**src/rtl/uart_pkg.sv**
```systemverilog
// Shared UART definitions: FSM state encoding, default frame format and
// the sTick counter landmarks used by both the receiver and transmitter.
package uart_pkg;

    typedef enum logic [2:0] {
        IDLE,
        START,
        DATA,
        PARITY,
        STOP
    } uart_state_e;

    localparam int unsigned DATA_BITS_DEF = 8;
    localparam int unsigned SB_TICK_DEF   = 16;

    localparam logic [3:0] MID_TICK  = 4'd7;
    localparam logic [3:0] LAST_TICK = 4'd15;

endpackage

```
**src/rtl/uart_rx_sync.sv**
```systemverilog
// Two-flop synchronizer for the asynchronous serial line; resets to the
// idle-high level so no false start edge appears out of reset.
module uart_rx_sync (
    input  logic clk,
    input  logic reset,
    input  logic d_i,
    output logic q_o
);

    logic meta_q;
    logic sync_q;

    always_ff @(posedge clk or posedge reset) begin
        if (reset) begin
            meta_q <= 1'b1;
            sync_q <= 1'b1;
        end else begin
            meta_q <= d_i;
            sync_q <= meta_q;
        end
    end

    assign q_o = sync_q;

endmodule

```
**src/rtl/uart_rx_oversampled.sv**
```systemverilog
// 16x-oversampled UART receiver (8N1 by default). Define UART_RX_PARITY_EN
// to add an even-parity bit after the data bits and the parityErr output.
module uart_rx_oversampled
    import uart_pkg::*;
#(
    parameter int unsigned DATA_BITS = DATA_BITS_DEF,
    parameter int unsigned SB_TICK   = SB_TICK_DEF
) (
    input  logic                 clk,
    input  logic                 reset,
    input  logic                 sTick,
    input  logic                 rx,
    output logic [DATA_BITS-1:0] dout,
    output logic                 rxDoneTick,
    output logic                 frameErr
`ifdef UART_RX_PARITY_EN
    ,
    output logic                 parityErr
`endif
);

    localparam int unsigned   NW        = (DATA_BITS > 1) ? $clog2(DATA_BITS) : 1;
    localparam logic [NW-1:0] N_LAST    = NW'(DATA_BITS - 1);
    localparam logic [3:0]    STOP_LAST = 4'(SB_TICK - 1);

    logic rxS;

    uart_rx_sync u_sync (
        .clk   (clk),
        .reset (reset),
        .d_i   (rx),
        .q_o   (rxS)
    );

    uart_state_e          state_q, state_d;
    logic [3:0]           s_q, s_d;
    logic [NW-1:0]        n_q, n_d;
    logic [DATA_BITS-1:0] b_q, b_d;
    logic [DATA_BITS-1:0] dout_q, dout_d;
    logic                 done_q, done_d;
    logic                 ferr_q, ferr_d;
    logic                 armed_q, armed_d;
`ifdef UART_RX_PARITY_EN
    logic                 par_q, par_d;
    logic                 perr_q, perr_d;
`endif

    always_comb begin
        state_d = state_q;
        s_d     = s_q;
        n_d     = n_q;
        b_d     = b_q;
        dout_d  = dout_q;
        done_d  = 1'b0;
        ferr_d  = ferr_q;
        armed_d = armed_q;
`ifdef UART_RX_PARITY_EN
        par_d   = par_q;
        perr_d  = perr_q;
`endif
        unique case (state_q)
            // A frame that ended on a low line (break) must see the line
            // return high before another start edge is accepted.
            IDLE: begin
                if (rxS) begin
                    armed_d = 1'b1;
                end else if (armed_q) begin
                    state_d = START;
                    s_d     = '0;
                end
            end
            START: begin
                if (sTick) begin
                    if (s_q == MID_TICK) begin
                        if (!rxS) begin
                            state_d = DATA;
                            s_d     = '0;
                            n_d     = '0;
                        end else begin
                            state_d = IDLE;
                        end
                    end else begin
                        s_d = s_q + 4'd1;
                    end
                end
            end
            DATA: begin
                if (sTick) begin
                    if (s_q == LAST_TICK) begin
                        s_d = '0;
                        b_d = {rxS, b_q[DATA_BITS-1:1]};
                        if (n_q == N_LAST) begin
`ifdef UART_RX_PARITY_EN
                            state_d = PARITY;
`else
                            state_d = STOP;
`endif
                        end else begin
                            n_d = n_q + 1'b1;
                        end
                    end else begin
                        s_d = s_q + 4'd1;
                    end
                end
            end
`ifdef UART_RX_PARITY_EN
            PARITY: begin
                if (sTick) begin
                    if (s_q == LAST_TICK) begin
                        s_d     = '0;
                        par_d   = rxS;
                        state_d = STOP;
                    end else begin
                        s_d = s_q + 4'd1;
                    end
                end
            end
`endif
            STOP: begin
                if (sTick) begin
                    if (s_q == STOP_LAST) begin
                        dout_d  = b_q;
                        ferr_d  = ~rxS;
                        armed_d = rxS;
                        done_d  = 1'b1;
                        state_d = IDLE;
`ifdef UART_RX_PARITY_EN
                        perr_d  = ^{b_q, par_q};
`endif
                    end else begin
                        s_d = s_q + 4'd1;
                    end
                end
            end
            default: state_d = IDLE;
        endcase
    end

    always_ff @(posedge clk or posedge reset) begin
        if (reset) begin
            state_q <= IDLE;
            s_q     <= '0;
            n_q     <= '0;
            b_q     <= '0;
            dout_q  <= '0;
            done_q  <= 1'b0;
            ferr_q  <= 1'b0;
            armed_q <= 1'b1;
`ifdef UART_RX_PARITY_EN
            par_q   <= 1'b0;
            perr_q  <= 1'b0;
`endif
        end else begin
            state_q <= state_d;
            s_q     <= s_d;
            n_q     <= n_d;
            b_q     <= b_d;
            dout_q  <= dout_d;
            done_q  <= done_d;
            ferr_q  <= ferr_d;
            armed_q <= armed_d;
`ifdef UART_RX_PARITY_EN
            par_q   <= par_d;
            perr_q  <= perr_d;
`endif
        end
    end

    assign dout       = dout_q;
    assign rxDoneTick = done_q;
    assign frameErr   = ferr_q;
`ifdef UART_RX_PARITY_EN
    assign parityErr  = perr_q;
`endif

endmodule

```
**config.mk**
```make
export PLATFORM = sky130hd
export DESIGN_NAME = uart_rx_oversampled
export DESIGN_NICKNAME = d
export VERILOG_FILES = /design/src/rtl/uart_pkg.sv /design/src/rtl/uart_rx_sync.sv /design/src/rtl/uart_rx_oversampled.sv
export SDC_FILE = /design/constraint.sdc
export NUM_CORES = 1
export LEC_CHECK = 0
export CAP_MARGIN = 20
export CORE_ASPECT_RATIO = 1.25
export CORE_MARGIN = 1.5
export CORE_UTILIZATION = 50
export CTS_CLUSTER_DIAMETER = 30
export DETAILED_ROUTE_END_ITERATION = 7
export PLACE_DENSITY = 0.75
export SLEW_MARGIN = 20
export SYNTH_ARGS = -nofsm -noshare
export SYNTH_HDL_FRONTEND = slang
export SYNTH_SLANG_ARGS = --single-unit
```
**constraint.sdc**
```tcl
create_clock -name clk -period 1.63 [get_ports clk]
set_input_delay 0.4075 -clock clk [delete_from_list [all_inputs] [get_ports clk]]
set_output_delay 0.4075 -clock clk [all_outputs]
set_load 0.01 [all_outputs]
```
==> metrics.md <==
| Metric | Value |
|---|---|
| P&R area growth vs syn | 40.2% |
| Hold Path Depth | 0 |
| Finished Core Util | 75.7% |
| Syn Area/Cell | 12.5 sq um |
| Residual DRC | 0 |
| Mux cell area share after synthesis | 16.5% |
| Endpoints failing hold | 0 |
| R2R cell count | 4 |
| DRT Pass-1 Iters | 4 |
| WL/cell | 16.5 microns |
| Core Area | 2760 sq um |
| XOR/XNOR Fraction of Synth Area | 0.588% |
| Clock slew at reported path FFs | 0.09 ns |
| Mapped Nets | 126 |
| Fmax | 591 MHz |
| Ant diodes | 0 |
| Worst R2R End | state_q[1] |
| Min-Delay Endpoint | u_sync.q_o |
| Clk_lat worst skew | 0.32 ns |
| Hold Startpoint | u_sync.meta_q |
| Reg2reg setup slack | -0.06 ns |
| Max Slew Vio Count | 0 |
| Crit path DAT | 1.91 ns |
| I/O pin total | 14 |
| Synth Area in Simple Gates | 11.9% |
| CP startpoint | armed_q |
| CTS tree | done |
| Register area share after synthesis | 52.3% |
| CTS Hold Buffers Added | 0 |
| Top_reg_cell synth | dfrtp_1 |
| Finished Layout Cells | 202 |
| Asr flop ratio synth | 100% |
| Clk root buf | clkbuf_4 |
| HP Class | reg -> reg |
| Via count | 1148 |
| CTS buffer count | 5 |
| IO Port Bufs | 13 |
| Final Critical Period | 1.69 ns |
| Status | complete, but fails checks |
| Fin crit share | 104% |
| Initial Util | 54.0% |
| Yosys top cell by area | dfrtp_1 |
| Vias per inst | 5.68 |
| CP Max Fanout | 3 |
| Post-synth cell types | 44 |
| Worst-Margin Slew | 0.259 ns |
| Drt initial violations | 38 |
| Worst setup margin | -0.0622 ns |
| Post-Syn Instances | 119 |
| CP endpoint kind | flop |
| Synth Warn # | 0 |
| Maximum root-to-sink buffer count | 2 |
| RSZ-0062 raised after global routing | yes |
| Syn Std Cell Area | 1490 sq um |
| Data required, critical path | 1.85 ns |
| Synth top area share | 47.0% |
| Clock sinks | 31 |
| Pwr/cell area | 1260 nW/um^2 |
| FF+latch count, synth | 31 |
| Max-cap violation count | 0 |
| Antenna viol nets, final | 0 |
| Leakage | 1.01 nW |
| Violated checks | negative setup slack |
| Share of cells above drive strength 1 | 53.0% |
| Die height | 64.0 microns |
| Row count | 21 |
| Final setup skew | 0.00698 ns |
| H-tree depth | 2 |
| Synth Area in Compound Gates | 12.1% |
| Adder-Cell Fraction of Synth Area | 2.52% |
| Die width | 51.8 microns |
| Routed WL | 3330 microns |
| Fin nets | 174 |
| Max VDD drop | 0.942 mV |
| Die area | 3320 sq um |
| Vias in the first global route | 1202 |
| Reg-to-Reg Start | armed_q |
| Gpl congestion | 0.844 |
| CP Launch Type | flop |
| Initial antenna violation count | 0 |
| Overflow after GRT | 0 |
| Placed insts | 184 |
| Area contributors post-synth | dfrtp_1 47%, mux2_2 13%, dfstp_2 5.3% |
| First-pass GRT wire length | 5460 microns |
| Post-synth EDFFs | 0 |
| Total GRT Usage | 22.2% |
| Hpwl dp | 2260 microns |
| Largest net degree at the start of global routing | 32 |
| # fillers | 188 |
| Worst setup path class | reg -> reg |
| Final setup violation count | 4 |
| Slew HR | 82.7% |
| Largest family of logic cells by synthesized area | multiplexers |
registers in the layout (all words and copies together), names as in the netlist:
signal and count:
b_q 8, dout 8, s_q 4, n_q 3
state_q 3, armed_q 1, frameErr 1, rxDoneTick 1
u_sync.meta_q 1, u_sync.q_o 1
final cells by class:
cell class,count,area [sq um],area share [%]
flip-flops and latches,31,781,37.4
repair buffers,45,385,18.4
multi-input cells,76,772,36.9
repair inverters,1,7.51,0.359
inverters,7,28.8,1.38
clock buffers,7,65.1,3.11
clock inverters,1,7.51,0.359
well taps,34,42.5,2.04
power by group:
| group | total, mW | switching, mW | internal (mW) |
|---|---|---|---|
| logic | 1.14 | 0.517 | 0.620 |
| clock network | 0.498 | 0.246 | 0.252 |
| registers | 0.988 | 0.114 | 0.874 |
synth_stat cells, types with 2 or more instances:
library cell	instances
a21oi_1	2
and3_1	2
buf_2	3
dfrtp_1	28
dfstp_2	3
ha_1	3
inv_1	6
mux2_2	17
mux2i_1	4
nand2_1	3
nand3_1	5
nor2_1	5
nor3_1	2
o211ai_1	2
o21ai_0	3
o221ai_1	2
or3b_1	2
layer usage:
layer  vias up  wire length (microns)  track usage (%)
li1        532                      -                -
met1       581                   1370             26.4
met2        28                   1790             37.7
met3         7                    108             5.14
met4         0                     58             9.21
met5         -                      0                0
logic make-up (layout without fill, tap and decap cells):
group	Yosys count	after routing
AO/OA/AOI/OAI	23	23
adder cells (fa/ha/maj)	3	3
flip-flops	31	31
XOR/XNOR	1	1
buffers and inverters	12	61
AND/OR/NAND/NOR	27	27
multiplexers	22	22
cells in the final DEF (no fill, tap or decap), drive strengths merged, types with 2 or more instances in the layout:
cell	count
o21ai	3
o211ai	2
mux2	18
clkinvlp	2
dfstp	3
nor2	5
ha	3
mux2i	4
o21a	2
a21oi	2
nand2	3
clkdlybuf4s50	3
o221ai	2
and3	2
dfrtp	28
or3b	3
nor3	2
inv	7
dlygate4sd2	9
buf	32
nand3	5
nor3b	2
a22oi	2
clkbuf	7
critical path, stage by stage (launching register included):
cell and delay (ns):
dfstp_2 0.54, or3b_4 0.40, a22oi_2 0.25, nand3_1 0.12, mux2_2 0.28
repair_timing:
action	in CTS	in global routing
buffers inserted	2	9
gates resized for setup	22	18
pin swaps	2	10
cloned	1	0
endpoints found under the setup margin	34	27
worst max path at each step:
stage / endpoint / cells past startpoint
after global placement: state_q[1] / 5
after floorplan: dout[0] / 6
after CTS: dout[6] / 5
after detailed placement: state_q[1] / 5
after global routing: state_q[0] / 4
final: state_q[1] / 4
through the flow:
step / area (sq um) / worst slack [ns] / total power [mW] / hold slack, ns / setup TNS (ns)
2_1_floorplan: 1490 / 0.0260 / 1.52 / 0.345 / 0
3_3_place_gp: 1830 / -0.201 / 1.80 / 0.347 / -3.23
3_5_place_dp: 1830 / -0.212 / 1.84 / 0.350 / -3.69
4_1_cts: 1960 / -0.0260 / 2.41 / 0.364 / -0.0984
5_1_grt: 2090 / -0.110 / 2.79 / 0.371 / -0.724
6_report: 2090 / -0.0622 / 2.62 / 0.361 / -0.0853
Power figures use the tool's default switching activity.
